--- config.mk ---
export PLATFORM = sky130hd
export DESIGN_NAME = wb_traffic_master_flat
export DESIGN_NICKNAME = d
export VERILOG_FILES = /design/src/rtl/wb_tg_pkg.sv /design/src/rtl/wb_traffic_master_if.sv /design/src/rtl/wb_tg_pattern.sv /design/src/rtl/wb_traffic_master.sv /design/src/flat_wrapper.sv
export SDC_FILE = /design/constraint.sdc
export NUM_CORES = 1
export LEC_CHECK = 0
export CORE_MARGIN = 4
export CORE_UTILIZATION = 36
export CTS_CLUSTER_DIAMETER = 50
export DETAILED_ROUTE_END_ITERATION = 6
export MAX_ROUTING_LAYER = met4
export PLACE_DENSITY = 0.64
export SLEW_MARGIN = 15
export SYNTH_ARGS = -nofsm -noshare
export SYNTH_HDL_FRONTEND = slang
export SYNTH_SLANG_ARGS = --single-unit
--- constraint.sdc ---
create_clock -name wb_clk_i -period 2.2 [get_ports wb_clk_i]
set_input_delay 0.44 -clock wb_clk_i [delete_from_list [all_inputs] [get_ports wb_clk_i]]
set_output_delay 0.44 -clock wb_clk_i [all_outputs]
set_load 0.01 [all_outputs]
--- src/rtl/wb_tg_pkg.sv ---
// Shared types and constants for the Wishbone traffic master.
// Also intended for reuse by the HVL-side scoreboard.
package wb_tg_pkg;

    typedef enum logic [1:0] {
        OP_WRITE,
        OP_READ,
        OP_WR_RD,
        OP_RSVD
    } op_e;

    typedef enum logic [2:0] {
        IDLE,
        WRITE,
        TURN,
        READ,
        DONE
    } state_e;

    localparam logic [31:0] PAT_STEP_DEFAULT = 32'h9E3779B9;

endpackage

--- src/rtl/wb_traffic_master_if.sv ---
// Command handshake plus Wishbone classic bus between the
// traffic master and its environment.
interface wb_traffic_master_if #(
    parameter int AW = 26,
    parameter int DW = 32
);

    logic            cmd_valid;
    logic            cmd_ready;
    logic [1:0]      cmd_op;
    logic [AW-1:0]   cmd_addr;
    logic [7:0]      cmd_len;
    logic [DW-1:0]   cmd_seed;

    logic            wb_cyc_o;
    logic            wb_stb_o;
    logic            wb_we_o;
    logic [AW-1:0]   wb_addr_o;
    logic [DW-1:0]   wb_dat_o;
    logic [DW/8-1:0] wb_sel_o;
    logic            wb_ack_i;
    logic [DW-1:0]   wb_dat_i;

    modport master (
        input  cmd_valid, cmd_op, cmd_addr,
        input  cmd_len, cmd_seed,
        output cmd_ready,
        output wb_cyc_o, wb_stb_o, wb_we_o,
        output wb_addr_o, wb_dat_o, wb_sel_o,
        input  wb_ack_i, wb_dat_i
    );

    modport slave (
        output cmd_valid, cmd_op, cmd_addr,
        output cmd_len, cmd_seed,
        input  cmd_ready,
        input  wb_cyc_o, wb_stb_o, wb_we_o,
        input  wb_addr_o, wb_dat_o, wb_sel_o,
        output wb_ack_i, wb_dat_i
    );

endinterface

--- src/rtl/wb_tg_pattern.sv ---
// Additive data-pattern generator: seed, seed+STEP, seed+2*STEP...
// Load has priority over advance.
module wb_tg_pattern
    import wb_tg_pkg::*;
#(
    parameter int            DW   = 32,
    parameter logic [DW-1:0] STEP = DW'(PAT_STEP_DEFAULT)
) (
    input  logic          clk,
    input  logic          rst,
    input  logic          load,
    input  logic [DW-1:0] seed,
    input  logic          advance,
    output logic [DW-1:0] pattern
);

    always_ff @(posedge clk) begin
        if (rst) begin
            pattern <= '0;
        end else if (load) begin
            pattern <= seed;
        end else if (advance) begin
            pattern <= pattern + STEP;
        end
    end

endmodule

--- src/rtl/wb_traffic_master.sv ---
// Wishbone classic burst master: write, read or write-then-readback
// of a generated pattern, with read compare and per-beat timeout.
module wb_traffic_master
    import wb_tg_pkg::*;
#(
    parameter int            AW       = 26,
    parameter int            DW       = 32,
    parameter int            TIMEOUT  = 1024,
    parameter logic [DW-1:0] PAT_STEP = DW'(PAT_STEP_DEFAULT)
) (
    input  logic                 wb_clk_i,
    input  logic                 wb_rst_i,
    input  logic                 sdr_init_done,
    wb_traffic_master_if.master  bus,
    output logic                 busy,
    output logic                 done,
    output logic [15:0]          err_cnt,
    output logic                 timeout
);

    localparam int            TW     = $clog2(TIMEOUT);
    localparam logic [TW-1:0] TO_MAX = TW'(TIMEOUT - 1);

    state_e        state;
    state_e        state_nx;
    op_e           op_q;
    logic [AW-1:0] base_q;
    logic [AW-1:0] addr_q;
    logic [7:0]    len_q;
    logic [7:0]    beat_q;
    logic [DW-1:0] seed_q;
    logic [DW-1:0] pat;
    logic [TW-1:0] to_cnt;

    logic          accept;
    logic          active;
    logic          ack;
    logic          last;
    logic          expired;
    logic          pat_load;
    logic [DW-1:0] pat_seed;

    assign accept   = bus.cmd_valid && bus.cmd_ready;
    assign active   = (state == WRITE) || (state == READ);
    assign ack      = active && bus.wb_ack_i;
    // len_q of 0 wraps to 255 here, giving a 256-beat burst
    assign last     = (beat_q == len_q - 8'd1);
    assign expired  = active && !bus.wb_ack_i && (to_cnt == TO_MAX);
    assign pat_load = accept || (state == TURN);
    assign pat_seed = accept ? bus.cmd_seed : seed_q;

    wb_tg_pattern #(
        .DW   (DW),
        .STEP (PAT_STEP)
    ) u_pat (
        .clk     (wb_clk_i),
        .rst     (wb_rst_i),
        .load    (pat_load),
        .seed    (pat_seed),
        .advance (ack),
        .pattern (pat)
    );

    always_ff @(posedge wb_clk_i) begin
        if (wb_rst_i) begin
            state <= IDLE;
        end else begin
            state <= state_nx;
        end
    end

    always_comb begin
        state_nx      = state;
        bus.cmd_ready = 1'b0;
        bus.wb_cyc_o  = active;
        bus.wb_stb_o  = active;
        bus.wb_we_o   = (state == WRITE);
        bus.wb_sel_o  = {(DW/8){active}};
        bus.wb_addr_o = addr_q;
        bus.wb_dat_o  = pat;
        busy          = (state != IDLE);
        done          = (state == DONE);
        unique case (state)
            IDLE: begin
                bus.cmd_ready = sdr_init_done && !wb_rst_i;
                if (accept) begin
                    if (bus.cmd_op == OP_READ) state_nx = READ;
                    else                       state_nx = WRITE;
                end
            end
            WRITE: begin
                if (ack && last) begin
                    if (op_q == OP_WRITE) state_nx = DONE;
                    else                  state_nx = TURN;
                end else if (expired) begin
                    state_nx = DONE;
                end
            end
            TURN: state_nx = READ;
            READ: begin
                if ((ack && last) || expired) state_nx = DONE;
            end
            DONE:    state_nx = IDLE;
            default: state_nx = IDLE;
        endcase
    end

    always_ff @(posedge wb_clk_i) begin
        if (wb_rst_i) begin
            op_q    <= OP_WRITE;
            base_q  <= '0;
            addr_q  <= '0;
            len_q   <= '0;
            beat_q  <= '0;
            seed_q  <= '0;
            to_cnt  <= '0;
            err_cnt <= '0;
            timeout <= 1'b0;
        end else begin
            if (accept) begin
                op_q    <= op_e'(bus.cmd_op);
                base_q  <= bus.cmd_addr & ~AW'(3);
                addr_q  <= bus.cmd_addr & ~AW'(3);
                len_q   <= bus.cmd_len;
                beat_q  <= '0;
                seed_q  <= bus.cmd_seed;
                err_cnt <= '0;
                timeout <= 1'b0;
            end else if (state == TURN) begin
                addr_q <= base_q;
                beat_q <= '0;
            end else if (ack) begin
                addr_q <= addr_q + AW'(4);
                beat_q <= beat_q + 8'd1;
            end
            // counter idles at zero outside bus phases, so entry clears it
            if (!active || ack) begin
                to_cnt <= '0;
            end else begin
                to_cnt <= to_cnt + 1'b1;
            end
            if (expired) begin
                timeout <= 1'b1;
            end
            if (ack && (state == READ) && (bus.wb_dat_i != pat)
                && (err_cnt != 16'hFFFF)) begin
                err_cnt <= err_cnt + 16'd1;
            end
        end
    end

endmodule

--- src/flat_wrapper.sv ---
// flat-port wrapper written by rule: the top's interface ports become plain ports
module wb_traffic_master_flat import wb_tg_pkg::*;
#(
    parameter int            AW       = 26,
    parameter int            DW       = 32,
    parameter int            TIMEOUT  = 1024,
    parameter logic [DW-1:0] PAT_STEP = DW'(PAT_STEP_DEFAULT)
)
  (wb_clk_i, wb_rst_i, sdr_init_done, busy, done, err_cnt, timeout, bus_cmd_valid, bus_cmd_op, bus_cmd_addr, bus_cmd_len, bus_cmd_seed, bus_cmd_ready, bus_wb_cyc_o, bus_wb_stb_o, bus_wb_we_o, bus_wb_addr_o, bus_wb_dat_o, bus_wb_sel_o, bus_wb_ack_i, bus_wb_dat_i);
  wb_traffic_master_if #(.AW(AW), .DW(DW)) bus_i ();
  input  logic wb_clk_i;
  input  logic wb_rst_i;
  input  logic sdr_init_done;
  output logic busy;
  output logic done;
  output logic [15:0] err_cnt;
  output logic timeout;
  input wire logic [$bits(bus_i.cmd_valid)-1:0] bus_cmd_valid;
  input wire logic [$bits(bus_i.cmd_op)-1:0] bus_cmd_op;
  input wire logic [$bits(bus_i.cmd_addr)-1:0] bus_cmd_addr;
  input wire logic [$bits(bus_i.cmd_len)-1:0] bus_cmd_len;
  input wire logic [$bits(bus_i.cmd_seed)-1:0] bus_cmd_seed;
  output wire logic [$bits(bus_i.cmd_ready)-1:0] bus_cmd_ready;
  output wire logic [$bits(bus_i.wb_cyc_o)-1:0] bus_wb_cyc_o;
  output wire logic [$bits(bus_i.wb_stb_o)-1:0] bus_wb_stb_o;
  output wire logic [$bits(bus_i.wb_we_o)-1:0] bus_wb_we_o;
  output wire logic [$bits(bus_i.wb_addr_o)-1:0] bus_wb_addr_o;
  output wire logic [$bits(bus_i.wb_dat_o)-1:0] bus_wb_dat_o;
  output wire logic [$bits(bus_i.wb_sel_o)-1:0] bus_wb_sel_o;
  input wire logic [$bits(bus_i.wb_ack_i)-1:0] bus_wb_ack_i;
  input wire logic [$bits(bus_i.wb_dat_i)-1:0] bus_wb_dat_i;
  assign bus_i.cmd_valid = bus_cmd_valid;
  assign bus_i.cmd_op = bus_cmd_op;
  assign bus_i.cmd_addr = bus_cmd_addr;
  assign bus_i.cmd_len = bus_cmd_len;
  assign bus_i.cmd_seed = bus_cmd_seed;
  assign bus_cmd_ready = bus_i.cmd_ready;
  assign bus_wb_cyc_o = bus_i.wb_cyc_o;
  assign bus_wb_stb_o = bus_i.wb_stb_o;
  assign bus_wb_we_o = bus_i.wb_we_o;
  assign bus_wb_addr_o = bus_i.wb_addr_o;
  assign bus_wb_dat_o = bus_i.wb_dat_o;
  assign bus_wb_sel_o = bus_i.wb_sel_o;
  assign bus_i.wb_ack_i = bus_wb_ack_i;
  assign bus_i.wb_dat_i = bus_wb_dat_i;
  wb_traffic_master #(.AW(AW), .DW(DW), .TIMEOUT(TIMEOUT), .PAT_STEP(PAT_STEP)) u_core (.wb_clk_i(wb_clk_i), .wb_rst_i(wb_rst_i), .sdr_init_done(sdr_init_done), .bus(bus_i), .busy(busy), .done(done), .err_cnt(err_cnt), .timeout(timeout));
endmodule
-- After elaboration in Yosys (flattened, before gate mapping)
Index checks and enable logic that the tools add are counted.
- output and inout port bits: 85
- logic and storage cells: 76
- bits of input ports: 105
- flip-flop bits (word level): 162
- eq/ne operators: 12
- multiplexer cells: 18
- $add $sub $neg: 6
- reduce and logical (&&, ||, !) cells: 28
- operator list (cell ; number):
    $mux 32 ; 3
    $mux 26 ; 3
    $add 32x32->32 const B ; 1
    $mux 16 ; 2
    $ne 32x32->1 ; 1
    $add 26x3->26 const B ; 1
    $add 16x1->16 const B ; 1
    $ne 16x16->1 const B ; 1
    $mux 3 ; 5
    $pmux 3 s4 ; 1
    $add 10x1->10 const B ; 1
    $eq 10x10->1 const B ; 1
    $logic_and 1x1->1 ; 9
    $add 8x1->8 const B ; 1
    $eq 8x8->1 ; 1
    $reduce_bool 2->1 ; 4
    $sub 8x1->8 const B ; 1
    $eq 3x2->1 const B ; 2
    $reduce_bool 3->1 ; 2
    $logic_or 1x1->1 ; 4
    $reduce_or 2->1 ; 2
    $eq 3x1->1 const B ; 1
    $eq 3x3->1 const B ; 1
    $logic_not 1->1 ; 3
    other kinds (10) ; 12

-- Depth between registers and ports, before layout
- depth in word-level cells: 7
- depth in mapped cells: 10
- depth with buffers taken out: 8

-- By module
From an unflattened synthesis, not the netlist that was laid out.
- cells, all modules: 1150
- area, all modules: 9069.9 sq um
- by module, submodules not included (module ; sequential area each (sq um) ; times used ; cells each ; area an instance (sq um)):
    wb_traffic_master ; 2602.5 ; 1 ; 848 ; 6732.7
    wb_tg_pattern ; 640.6 ; 1 ; 302 ; 2337.2

-- Worst setup path before layout
Ideal clock, no wire load.
- path kind: reg-to-reg
- start: reg u_core.u_pat.pattern[0]
- end: reg u_core.u_pat.pattern[28]
- period minus slack after synthesis: 2.167 ns
- path buffers: 0
- library setup time: 0.074 ns
- stages on the path, launching flop included: 8
- data required time: 2.126 ns
- slack: 0.033 ns
- arrival time: 2.093 ns
- cells stage by stage: dfxtp_1 > ha_1 > a2111o_1 > a21o_1 > a21oi_2 > nor2_1 > or4_1 > a31oi_1
- longest elaborated chain between the ends: 3
- ends and longest elaborated chain (element ; line ; RTL):
    start: declaration ; wb_tg_pattern.sv:14 ; output logic [DW-1:0] pattern
    start signal: assignment ; wb_tg_pattern.sv:23 ; pattern <= pattern + STEP;
    $add 32x32->32 ; wb_tg_pattern.sv:23 ;
    $mux 32 ; wb_tg_pattern.sv:22 ; end else if (advance) begin
    $mux 32 ; wb_tg_pattern.sv:20 ; end else if (load) begin
Every way passes these cells. The select of a mux whose other input is x is not followed.
A chain may end at the register's enable or synchronous reset.

-- Final worst setup path
- start: reg u_core.state[2]
- end: out bus_wb_we_o
- longest elaborated chain between the ends: 1
- ends and longest elaborated chain (element ; line ; RTL):
    start: declaration ; wb_traffic_master.sv:24 ; state_e state;
    start signal: assignment ; wb_traffic_master.sv:68 ; state <= state_nx;
    $eq 3x1->1 ; wb_traffic_master.sv:77 ; bus.wb_we_o = (state == WRITE);
    end: declaration ; flat_wrapper.sv:26 ; output wire logic [$bits(bus_i.wb_we_o)-1:0] bus_wb_we_o;
Every way passes these cells.

==> flow_summary.json <==
{
  "worstPathBufferInverterCount": 1,
  "max_cap_viol_count": 0,
  "ioPinCount": 190,
  "floorplan.die.height_um": 160,
  "global_route_hottest_layer": "met2",
  "core.rowCount": 55,
  "dr.pass1.iters": 5,
  "max_clock_skew_ns": 0.00837,
  "worstHoldPathCells": 1,
  "drt_wl_total_mm": 26.8,
  "die_area_um2": 25500,
  "critPathMaxStageDelay_ns": 0.57,
  "yosys.cell_types.count": 76,
  "setup_violations": 0,
  "cts.reportedPaths.clkPinSlew_ns": 0.06,
  "antenna_nets_post_route": 0,
  "postSynthRegisterBits": 162,
  "grt.total_usage": 0.208,
  "synth_nets": 1151,
  "timing.setup.critical_path_class": "reg2out",
  "timing.reg2reg.worst_path_depth": 8,
  "tritoncts": "built",
  "most-common-layout-cells": "sky130_fd_sc_hd__clkdlybuf4s50_1 (178), sky130_fd_sc_hd__nand2_1 (172), sky130_fd_sc_hd__dfxtp_1 (151), sky130_fd_sc_hd__buf_4 (123), sky130_fd_sc_hd__nor2_1 (96)",
  "place_worst_setup_slack_ns": -0.735,
  "crit_required_ns": 1.76,
  "detail_route.iter0.violations": 457,
  "fraction_of_layout_cells_with_a_size_suffix_above_1": 0.175,
  "min_period_ns": 2.13,
  "gr-usage-met3": 0.0351,
  "h_tree_level_count": 4,
  "clock_sink_count": 162,
  "crit_chain": "nand2b_2, nor2_1, clkdlybuf4s50_1",
  "layout_cell_area_excl_fill_um2": 12100,
  "post_drt_via_cell_ratio": 5.29,
  "worst-path-max-fanout": 7,
  "power_per_cell_area_nw_per_um2": 694,
  "detailroute.via_count": 8482,
  "hold_crit_endpoint": "u_core.to_cnt[0]",
  "most_used_flip_flop_cell_after_synthesis": "sky130_fd_sc_hd__dfxtp_1",
  "hold_start": "u_core.to_cnt[0]",
  "synth_sequential_area_ratio": 0.391,
  "wire_per_inst_um": 16.7,
  "grt_start_max_net_pins": 75,
  "floorplan.initialDensity": 0.366,
  "timing.rr.end": "u_core.err_cnt[15]",
  "synth-warning-count": 0,
  "result_of_the_run": "complete, no violations",
  "insertion_delay_to_the_later_sink_of_the_worst_skew_pair_ns": 0.43,
  "grt_pass1_vias": 8039,
  "mostFrequentLayoutCell": "sky130_fd_sc_hd__clkdlybuf4s50_1",
  "power.static_leakage_nw": 4.54,
  "place.gp.congestion": 0.866,
  "post-dp-hpwl_mm": 19.6,
  "synth-edff-count": 0,
  "setup_ws_ns": 0.0668,
  "timing.slew.headroom": 0.661,
  "critPathArrivalTime_ns": 1.69,
  "maxSlewViolCount": 0,
  "fin_crit_sh": 0.970,
  "timing.critical_path.from_type": "flop",
  "remaining_drc_errors": 0,
  "design.final.nets": 1415,
  "vdd_drop_max_uv": 473,
  "cts-root-buf": "sky130_fd_sc_hd__clkbuf_16",
  "kind_of_cell_with_the_highest_combined_delay_on_the_critical_path": "buffers and inverters",
  "timing.hold.worst.class": "reg2reg",
  "netlist_instances": 1040,
  "critical_path.slowest_cell": "sky130_fd_sc_hd__clkdlybuf4s50_1",
  "reg2reg_setup_slack_ns": 0.11,
  "achievable_frequency_mhz": 469,
  "num_antenna_cells": 0,
  "design.core.area_um2": 22600,
  "gr-usage-met1": 0.274,
  "number_of_buffers_on_the_longest_clock_path": 2,
  "grt_pass1_wl_mm": 42.0,
  "tritoncts.num_buffers": 17,
  "area.growth.synth_to_final_pct": 45.5,
  "crit-reg2reg-launch": "u_core.err_cnt[0]",
  "antenna_found_initial": 0,
  "report.power.total_w": 0.00837,
  "pin_slew_with_the_least_headroom_to_its_limit_ns": 0.496,
  "place_area_um2": 11200,
  "ffs_w_async_s_r_synth": 0,
  "die_w_um": 160,
  "port-buffer-count": 187,
  "gr-total-overflow": 0,
  "timing_hold_violations_final": 0,
  "grt_util_met2": 0.334,
  "critPathCaptureType": "primary output",
  "mappedNetlistArea_um2": 8290,
  "synthesis.area_per_instance_um2": 7.97
}
[worst max-delay path by stage]
stage                            startpoint                       end  slack, ns  cells past startpoint
detailed placement         bus_wb_dat_i[26]        u_core.err_cnt[15]      -0.74                      9
floorplan           u_core.u_pat.pattern[0]  u_core.u_pat.pattern[28]       0.03                      7
finish                      u_core.state[2]               bus_wb_we_o       0.07                      3
global placement           bus_wb_dat_i[26]        u_core.err_cnt[15]      -0.75                      9
global route                u_core.len_q[0]           u_core.state[0]      -0.02                     10
CTS                         u_core.state[2]           bus_wb_sel_o[1]      0.008                      3
[kinds of logic after synthesis]
family          Yosys count  synth area share
compound gates          244             0.191
xor+xnor                 84            0.0887
fa+ha+maj                 6           0.00905
buf+inv                  88            0.0507
flops                   162             0.391
mux                      21            0.0257
simple gates            435             0.244
[metrics by stage]
step           setup TNS [ns]  hold WS [ns]   util  std cells
2_1_floorplan               0         0.418      -       1040
3_3_place_gp           -12.05         0.428  0.495       1566
3_5_place_dp           -12.06         0.442  0.495       1566
4_1_cts                     0         0.451  0.526       1599
5_1_grt               -0.0478         0.464  0.533       1602
6_report                    0         0.451  0.533       1602
[synth_stat cells (13+ instances only)]
library cell               count  area, um2
sky130_fd_sc_hd__dfxtp_1     162       3240
sky130_fd_sc_hd__a21oi_1      91        455
sky130_fd_sc_hd__xnor2_1      57        499
sky130_fd_sc_hd__o221a_2      13        146
sky130_fd_sc_hd__xor2_1       27        236
sky130_fd_sc_hd__nor2_1       98        368
sky130_fd_sc_hd__nand4_1      20        125
sky130_fd_sc_hd__nand2_1     173        649
sky130_fd_sc_hd__nand3_1      37        185
sky130_fd_sc_hd__and3_1       13       81.3
sky130_fd_sc_hd__a211oi_1     14        105
sky130_fd_sc_hd__nor3_1       30        150
sky130_fd_sc_hd__clkbuf_1     45        169
sky130_fd_sc_hd__o21ai_0      46        230
sky130_fd_sc_hd__or3_1        13       81.3
sky130_fd_sc_hd__inv_1        13       48.8
sky130_fd_sc_hd__mux2i_1      19        190
[per-layer routing]
layer | wire, um | up-vias
li1 | - | 4225
met1 | 12200 | 3964
met2 | 12600 | 262
met3 | 1540 | 31
met4 | 441 | 0
met5 | 0 | -
[final cells by class]
class	instances	area (um2)
clock buffers	20	447
flip-flops and latches	162	3260
repair buffers	319	2980
clock inverters	12	203
multi-input cells	790	4770
fillers	2097	10600
inverters	14	52.6
well taps	285	357
[sequential cells by signal, summed over array words and instances (netlist names), 3 cells and up]
signal / flops
u_core.state: 3
u_core.len_q: 8
u_core.seed_q: 32
u_core.beat_q: 8
u_core.bus.wb_addr_o: 26
u_core.base_q: 24
u_core.u_pat.pattern: 32
u_core.err_cnt: 16
u_core.to_cnt: 10
[what timing repair did]
item / 4_1_cts / 5_1_grt
gates resized for setup: 8 / 42
endpoints found under the hold margin: 0 / 0
gates cloned: 0 / 1
pin swaps: 2 / 16
setup buffers: 1 / 2
setup endpoints to repair: 25 / 28
hold buffers: 0 / 0
[where the power goes]
| part | internal (W) | switching (W) |
|---|---|---|
| sequential | 0.00310 | 0.000186 |
| clock | 0.00205 | 0.00122 |
| combinational | 0.000960 | 0.000853 |
Power figures use the tool's default switching activity.
